### src/rtl/sk9822_frame_sched_if.sv
// Word stream between the frame scheduler and the SK9822 bit serializer.
//   word_valid : word_data/word_last are valid (master -> slave)
//   word_data  : 32-bit chain word, MSB sent first
//   word_last  : marks the final end word of a frame
//   word_ready : slave accepts the word; transfer = word_valid & word_ready
interface sk9822_frame_sched_if;
    logic        word_valid;
    logic [31:0] word_data;
    logic        word_last;
    logic        word_ready;

    modport master (
        output word_valid,
        output word_data,
        output word_last,
        input  word_ready
    );

    modport slave (
        input  word_valid,
        input  word_data,
        input  word_last,
        output word_ready
    );
endinterface

### src/rtl/sk9822_frame_sched.sv
// Frame scheduler for an SK9822 LED chain.
// Keeps a double-buffered store of LED_NUM 24-bit colours and emits one full chain
// frame (start word, one word per pixel, END_WORDS end words) as 32-bit words on a
// valid/ready stream. A frame is sent on host commit (which also publishes the back
// bank and latches brightness) and on every refresh tick.
// Ports:
//   clk, rst_n      : clock, asynchronous active-low reset
//   wr_en/wr_addr/wr_data : pixel write into the current back bank
//   bright          : global 5-bit brightness, latched when the banks swap
//   commit          : 1-cycle pulse, publish back bank and send a frame
//   busy            : a frame is in progress
//   frame_done      : pulse on the cycle the final end word transfers
//   word            : word stream towards the serializer (master side)
module sk9822_frame_sched #(
    parameter int unsigned LED_NUM     = 12,
    parameter int unsigned AW          = 4,
    parameter int unsigned END_WORDS   = 1,
    parameter int unsigned CLK_FRE     = 27_000_000,
    parameter int unsigned REFRESH_HZ  = 100,
    parameter int unsigned REFRESH_DIV = CLK_FRE / REFRESH_HZ
) (
    input  logic                 clk,
    input  logic                 rst_n,
    input  logic                 wr_en,
    input  logic [AW-1:0]        wr_addr,
    input  logic [23:0]          wr_data,
    input  logic [4:0]           bright,
    input  logic                 commit,
    output logic                 busy,
    output logic                 frame_done,
    sk9822_frame_sched_if.master word
);
    localparam int unsigned IW = (LED_NUM > 1) ? $clog2(LED_NUM) : 1;
    localparam int unsigned CW = $clog2(LED_NUM + END_WORDS + 1);
    localparam int unsigned TW = (REFRESH_DIV > 1) ? $clog2(REFRESH_DIV) : 1;

    typedef enum logic [1:0] {StIdle, StStart, StPixel, StEnd} state_e;

    state_e          state_q, state_d;
    logic [CW-1:0]   cnt_q, cnt_d;          // pixel index in StPixel, end-word index in StEnd
    logic            front_q;
    logic [4:0]      bright_q;
    logic            commit_pend_q, commit_pend_d;
    logic            refresh_pend_q, refresh_pend_d;
    logic [TW-1:0]   timer_q;
    logic [23:0]     bank_q [2][LED_NUM];

    logic            tick;
    logic            start_req;
    logic            frame_start;
    logic            swap;
    logic            wr_ok;
    logic            back_sel;
    logic            last_end;
    logic            valid;
    logic            xfer;
    logic [31:0]     data;

    assign tick      = (timer_q == TW'(REFRESH_DIV - 1));
    assign start_req = commit | tick | commit_pend_q | refresh_pend_q;
    assign swap      = frame_start & (commit | commit_pend_q);
    assign back_sel  = ~front_q;
    assign wr_ok     = wr_en && (32'(wr_addr) < LED_NUM);
    assign last_end  = (state_q == StEnd) && (cnt_q == CW'(END_WORDS - 1));
    assign xfer      = valid & word.word_ready;

    assign busy            = (state_q != StIdle);
    assign frame_done      = last_end & xfer;
    assign word.word_valid = valid;
    assign word.word_data  = data;
    assign word.word_last  = last_end;

    // Requests arriving mid-frame collapse into one pending frame.
    assign commit_pend_d  = frame_start ? 1'b0 : (commit_pend_q | commit);
    assign refresh_pend_d = frame_start ? 1'b0 : (refresh_pend_q | tick);

    always_comb begin
        state_d     = state_q;
        cnt_d       = cnt_q;
        valid       = 1'b0;
        data        = 32'h0000_0000;
        frame_start = 1'b0;
        unique case (state_q)
            StIdle: begin
                if (start_req) begin
                    frame_start = 1'b1;
                    state_d     = StStart;
                end
            end
            StStart: begin
                valid = 1'b1;
                if (word.word_ready) begin
                    state_d = StPixel;
                    cnt_d   = '0;
                end
            end
            StPixel: begin
                valid = 1'b1;
                data  = {3'b111, bright_q, bank_q[front_q][cnt_q[IW-1:0]]};
                if (word.word_ready) begin
                    if (cnt_q == CW'(LED_NUM - 1)) begin
                        state_d = StEnd;
                        cnt_d   = '0;
                    end else begin
                        cnt_d = cnt_q + CW'(1);
                    end
                end
            end
            StEnd: begin
                valid = 1'b1;
                data  = 32'hFFFF_FFFF;
                if (word.word_ready) begin
                    if (last_end) begin
                        // Chain straight into the next frame when one is requested.
                        if (start_req) begin
                            frame_start = 1'b1;
                            state_d     = StStart;
                        end else begin
                            state_d = StIdle;
                        end
                    end else begin
                        cnt_d = cnt_q + CW'(1);
                    end
                end
            end
            default: state_d = StIdle;
        endcase
    end

    always_ff @(posedge clk or negedge rst_n) begin
        if (!rst_n) begin
            state_q        <= StIdle;
            cnt_q          <= '0;
            front_q        <= 1'b0;
            bright_q       <= '0;
            commit_pend_q  <= 1'b0;
            refresh_pend_q <= 1'b0;
            timer_q        <= '0;
        end else begin
            state_q        <= state_d;
            cnt_q          <= cnt_d;
            commit_pend_q  <= commit_pend_d;
            refresh_pend_q <= refresh_pend_d;
            timer_q        <= tick ? '0 : timer_q + TW'(1);
            if (swap) begin
                front_q  <= ~front_q;
                bright_q <= bright;
            end
        end
    end

    // A write on the swap cycle targets the old back bank, which becomes front on the
    // same edge, so it shows up in the frame being started.
    always_ff @(posedge clk or negedge rst_n) begin
        if (!rst_n) begin
            for (int b = 0; b < 2; b++) begin
                for (int i = 0; i < int'(LED_NUM); i++) begin
                    bank_q[b][i] <= '0;
                end
            end
        end else if (wr_ok) begin
            bank_q[back_sel][wr_addr[IW-1:0]] <= wr_data;
        end
    end
endmodule
### src/flat_wrapper.sv
// flat-port wrapper written by rule: the top's interface ports become plain ports
module sk9822_frame_sched_flat 
#(
    parameter int unsigned LED_NUM     = 12,
    parameter int unsigned AW          = 4,
    parameter int unsigned END_WORDS   = 1,
    parameter int unsigned CLK_FRE     = 27_000_000,
    parameter int unsigned REFRESH_HZ  = 100,
    parameter int unsigned REFRESH_DIV = CLK_FRE / REFRESH_HZ
)
  (clk, rst_n, wr_en, wr_addr, wr_data, bright, commit, busy, frame_done, word_word_valid, word_word_data, word_word_last, word_word_ready);
  sk9822_frame_sched_if word_i ();
  input  logic clk;
  input  logic rst_n;
  input  logic wr_en;
  input  logic [AW-1:0] wr_addr;
  input  logic [23:0] wr_data;
  input  logic [4:0] bright;
  input  logic commit;
  output logic busy;
  output logic frame_done;
  output wire logic [$bits(word_i.word_valid)-1:0] word_word_valid;
  output wire logic [$bits(word_i.word_data)-1:0] word_word_data;
  output wire logic [$bits(word_i.word_last)-1:0] word_word_last;
  input wire logic [$bits(word_i.word_ready)-1:0] word_word_ready;
  assign word_word_valid = word_i.word_valid;
  assign word_word_data = word_i.word_data;
  assign word_word_last = word_i.word_last;
  assign word_i.word_ready = word_word_ready;
  sk9822_frame_sched #(.LED_NUM(LED_NUM), .AW(AW), .END_WORDS(END_WORDS), .CLK_FRE(CLK_FRE), .REFRESH_HZ(REFRESH_HZ), .REFRESH_DIV(REFRESH_DIV)) u_core (.clk(clk), .rst_n(rst_n), .wr_en(wr_en), .wr_addr(wr_addr), .wr_data(wr_data), .bright(bright), .commit(commit), .busy(busy), .frame_done(frame_done), .word(word_i));
endmodule
### config.mk
export PLATFORM = sky130hd
export DESIGN_NAME = sk9822_frame_sched_flat
export DESIGN_NICKNAME = d
export VERILOG_FILES = /design/src/rtl/sk9822_frame_sched_if.sv /design/src/rtl/sk9822_frame_sched.sv /design/src/flat_wrapper.sv
export SDC_FILE = /design/constraint.sdc
export NUM_CORES = 1
export LEC_CHECK = 0
export ABC_AREA = 1
export BUFFER_PORTS_ARGS = -buffer_cell sky130_fd_sc_hd__buf_2
export CORE_MARGIN = 10
export CORE_UTILIZATION = 25
export DETAILED_ROUTE_END_ITERATION = 10
export PLACE_DENSITY = 0.46
export SYNTH_ARGS = -nofsm -noshare
export SYNTH_HDL_FRONTEND = slang
export SYNTH_SLANG_ARGS = --single-unit
### constraint.sdc
create_clock -name clk -period 2.33 [get_ports clk]
set_input_delay 0.1165 -clock clk [delete_from_list [all_inputs] [get_ports clk]]
set_output_delay 0.1165 -clock clk [all_outputs]
set_load 0.005 [all_outputs]
==> results.rst <==
.. list-table::
   :header-rows: 1

   * - Metric
     - Value
   * - Slew Limit Headroom
     - 0.415
   * - Simple-gate portion of the synthesized area
     - 0.235
   * - Floorplan die width
     - 358 µm
   * - Total Nets Final
     - between 3000 and 4000
   * - TritonCTS clock tree
     - done
   * - Final HPWL DP
     - 59.4 mm
   * - Initial core utilization
     - 0.253
   * - Routability-driven placement congestion ratio
     - 0.793
   * - Multiplexer area fraction after synthesis
     - 0
   * - Number of sinks on the clock net
     - 609
   * - Crit path capture type
     - output pin
   * - Worst min-delay path class
     - input pin to flip-flop
   * - Ratio of final minimum period to clock period
     - 1.15
   * - Total CTS buffers
     - 71
   * - H-tree Lvls
     - 3
   * - Starting DRC count in detailed routing
     - between 2000 and 2500
   * - Pre-antenna DRT Iters
     - 5
   * - Average vias per placed instance
     - 4.67
   * - Biggest cell delay along the critical path
     - 0.52 ns
   * - RSZ-0062 raised after global routing
     - true
   * - Number of antenna-violating nets in the routed design
     - 0
   * - Final slew viol count
     - 0
   * - Adder-cell share of the synthesized area
     - 0.00351
   * - Yosys synthesis warning count
     - 0
   * - Post-Syn Area per Cell
     - 7.91 µm²
   * - Antenna violations before repair
     - 0
   * - Global routing usage summed across all routing layers
     - 0.158
   * - Skew final
     - 0.0243 ns
   * - Required arrival time at the worst endpoint
     - 2.21 ns
   * - Reported max-cap violation count
     - 0
   * - Number of vias in the routed layout
     - between 20000 and 25000
   * - Share of final-layout standard cells stronger than drive strength 1
     - 0.151
   * - Synthesized net count
     - ~3700
   * - Instance area after placement
     - 31100 µm²
   * - Non-filler cells, final
     - 5230
   * - Synthesized area
     - 28500 µm²
   * - Total power divided by cell area
     - ~1300 nW/µm²
   * - Outcome
     - finished with violations
   * - Worst slew pin tran
     - 0.876 ns
   * - Number of flip-flops and latches in the synthesized netlist
     - between 600 and 700
   * - Area Overhead vs Synth
     - 25.3%
   * - Clock Latency Late Sink
     - between 0.6 and 0.7 ns
   * - Total die area
     - 128000 µm²
   * - Number of failing hold endpoints at the final stage
     - 0
   * - Leakage power of the design
     - 0.0166 µW
   * - Cells after DPL
     - between 5000 and 6000
   * - IO buf count
     - 73
   * - Critical Path Source Type
     - flip-flop
   * - Max Fanout on Critical Path
     - 6
   * - Critical Path, Cell by Cell
     - buf_12 > buf_16 > buf_16 > nor2_4 > nor2_1 > o21ai_1 > nand3_1 > nand3_1 > nand2_1 > nor2_1 > buf_4 > nor2_4 > buf_6
   * - Site Rows
     - ~120
   * - Total congestion overflow after global routing
     - 0
   * - Count of mapped cells out of synthesis
     - 3609
   * - Max Clk Rate
     - 372 MHz
   * - Share of the synthesized area in compound gates (AO/OA/AOI/OAI)
     - 0.152
   * - Final non-filler cell area
     - 35700 µm²
   * - Count of buffer and inverter cells on the critical path
     - 5
   * - Worst setup slack after layout
     - -0.359 ns
   * - Number of distinct library cells after synthesis
     - 31
   * - Critical Path AT
     - 2.57 ns
   * - CTS clock-pin slew for the worst setup and hold paths
     - roughly 0.06 ns
   * - Clock buffer depth
     - 3
   * - Die height
     - 358 µm
   * - Hold Slack
     - around 0.16 ns
   * - Number of remaining DRC errors
     - 0
   * - Floorplan Core Area
     - 113000 µm²
   * - Worst ir drop on vdd
     - 0.000586 V
   * - Cell at the root of the clock tree
     - sky130_fd_sc_hd__clkbuf_16
   * - Largest family of logic cells by synthesized area
     - simple AND/OR/NAND/NOR gates
   * - Share of synthesized area occupied by flip-flops and latches
     - 0.534
   * - Library cell contributing the largest single delay on the critical path
     - sky130_fd_sc_hd__dfrtp_4
   * - Gate family responsible for the most delay along the worst path
     - buffers and inverters
   * - Vias in the first global route
     - 23673
   * - Number of endpoints failing setup at the final stage
     - 24
   * - Worst reg-to-reg setup slack
     - between 0.1 and 0.15 ns
   * - Top-level I/O count
     - 74
   * - Kind of critical path
     - flip-flop to output pin
   * - Wire length after detailed routing
     - 105 mm
   * - Share of the synthesized netlist area taken by xor and xnor gates
     - 0.00338
   * - Violated checks
     - negative setup slack
   * - Number of antenna repair diodes
     - 0
   * - Largest net degree at the start of global routing
     - 100
   * - First-pass GRT wire length
     - 156 mm
   * - Final critical delay including setup and external delays
     - 2.69 ns
   * - Routed length per placed instance
     - between 20 and 25 µm
-- path summary, 6_finish.rpt --
kind,endpoint,depth (start not counted),from
worst max-delay path,word_word_data[0],13,u_core.front_q
worst max register to register,u_core.commit_pend_q,8,u_core.cnt_q[0]
max in group asynchronous,u_core.bank_q[214],3,rst_n
min in group asynchronous,u_core.bank_q[493],3,rst_n
worst min-delay path,u_core.bank_q[480],3,wr_data[0]
worst min register to register,u_core.bank_q[416],2,u_core.bank_q[416]
-- synthesized netlist by cell type (all sizes together) --
master,count,area (µm²)
xnor2,1,8.76
o21ai,716,3590
buf,151,967
clkbuf,140,526
and3,1,6.26
clkinv,4,15.0
xor2,10,87.6
nor3b,1,7.51
o211ai,44,330
o22ai,1,6.26
a21oi,83,415
nor4,2,12.5
nand3,195,976
nor3,12,60.1
inv,142,536
nand2,1115,4190
nand4,7,43.8
dfrtp,609,15200
nor2,356,1350
ha,8,100
or2,11,68.8
-- flip-flops by register name, indices dropped and copies added, names as in the netlist --
register / flops
u_core.refresh_pend_q: 1
u_core.bank_q: 576
u_core.bright_q: 5
u_core.front_q: 1
u_core.state_q: 2
u_core.commit_pend_q: 1
u_core.timer_q: 19
u_core.cnt_q: 4
-- where the power goes --
part | switching, µW | total, µW | internal [µW]
logic | 11700 | 20000 | 8270
registers | 2170 | 16600 | 14500
clock network | 4540 | 11500 | 6980
-- cell usage in the layout (no fill, tap or decap), drive strengths merged --
cell / synthesis / layout
nand2: 1115 / 1115
o21ai: 716 / 716
dfrtp: 609 / 609
nor2: 356 / 356
buf: 151 / 236
nand3: 195 / 195
inv: 142 / 140
clkbuf: 140 / 129
a21oi: 83 / 83
o211ai: 44 / 44
dlygate4sd3: 0 / 31
clkinv: 4 / 14
nor3: 12 / 12
or2: 11 / 11
xor2: 10 / 10
ha: 8 / 8
nand4: 7 / 7
bufinv: 0 / 6
nor4: 2 / 2
nor3b: 1 / 1
xnor2: 1 / 1
o22ai: 1 / 1
and3: 1 / 1
clkinvlp: 0 / 1
bufbuf: 0 / 1
-- tightest hold or removal path: stages --
cell and delay (ns):
sky130_fd_sc_hd__buf_2 0.07, sky130_fd_sc_hd__inv_1 0.31, sky130_fd_sc_hd__o21ai_1 0.23
-- stage by stage --
step	total power (µW)	utilization	setup WS, ns	setup TNS, ns
2_1_floorplan	26300	-	0.262	0
3_3_place_gp	32100	0.275	0.0366	0
3_5_place_dp	32200	0.275	0.0969	0
4_1_cts	46200	0.307	-0.410	-8.31
5_1_grt	51600	0.316	-0.448	-9.38
6_report	48100	0.316	-0.359	-6.81
-- per-layer routing --
| metal | up-vias | track usage | share of wire |
|---|---|---|---|
| met5 | - | 0 | 0 |
| met4 | 0 | 0.0515 | 0.024 |
| met3 | 123 | 0.0265 | 0.051 |
| met2 | 577 | 0.246 | 0.45 |
| met1 | 11907 | 0.221 | 0.48 |
| li1 | 11816 | - | - |
-- timing repair --
action	4_1_cts	5_1_grt
buffers inserted	17	9
endpoints found under the hold margin	486	0
gates resized for setup	95	226
gates cloned	14	19
hold buffers	32	0
pin swaps	27	83
endpoints found under the setup margin	24	91
-- cell type report --
cell class	count	area (µm²)
fillers	12025	77200
clock inverters	12	216
well taps	1500	1880
repair inverters	3	62.6
clock buffers	112	2150
inverters	146	588
multi-input cells	2563	12000
repair buffers	285	3610
flip-flops and latches	609	15200
-- cell families after synthesis --
kind of cell             count (synthesis)
buffers and inverters                  437
AO/OA/AOI/OAI                          844
adder cells (fa/ha/maj)                  8
XOR/XNOR                                11
AND/OR/NAND/NOR                       1700
flip-flops                             609
(Power assumes the default switching activity.)
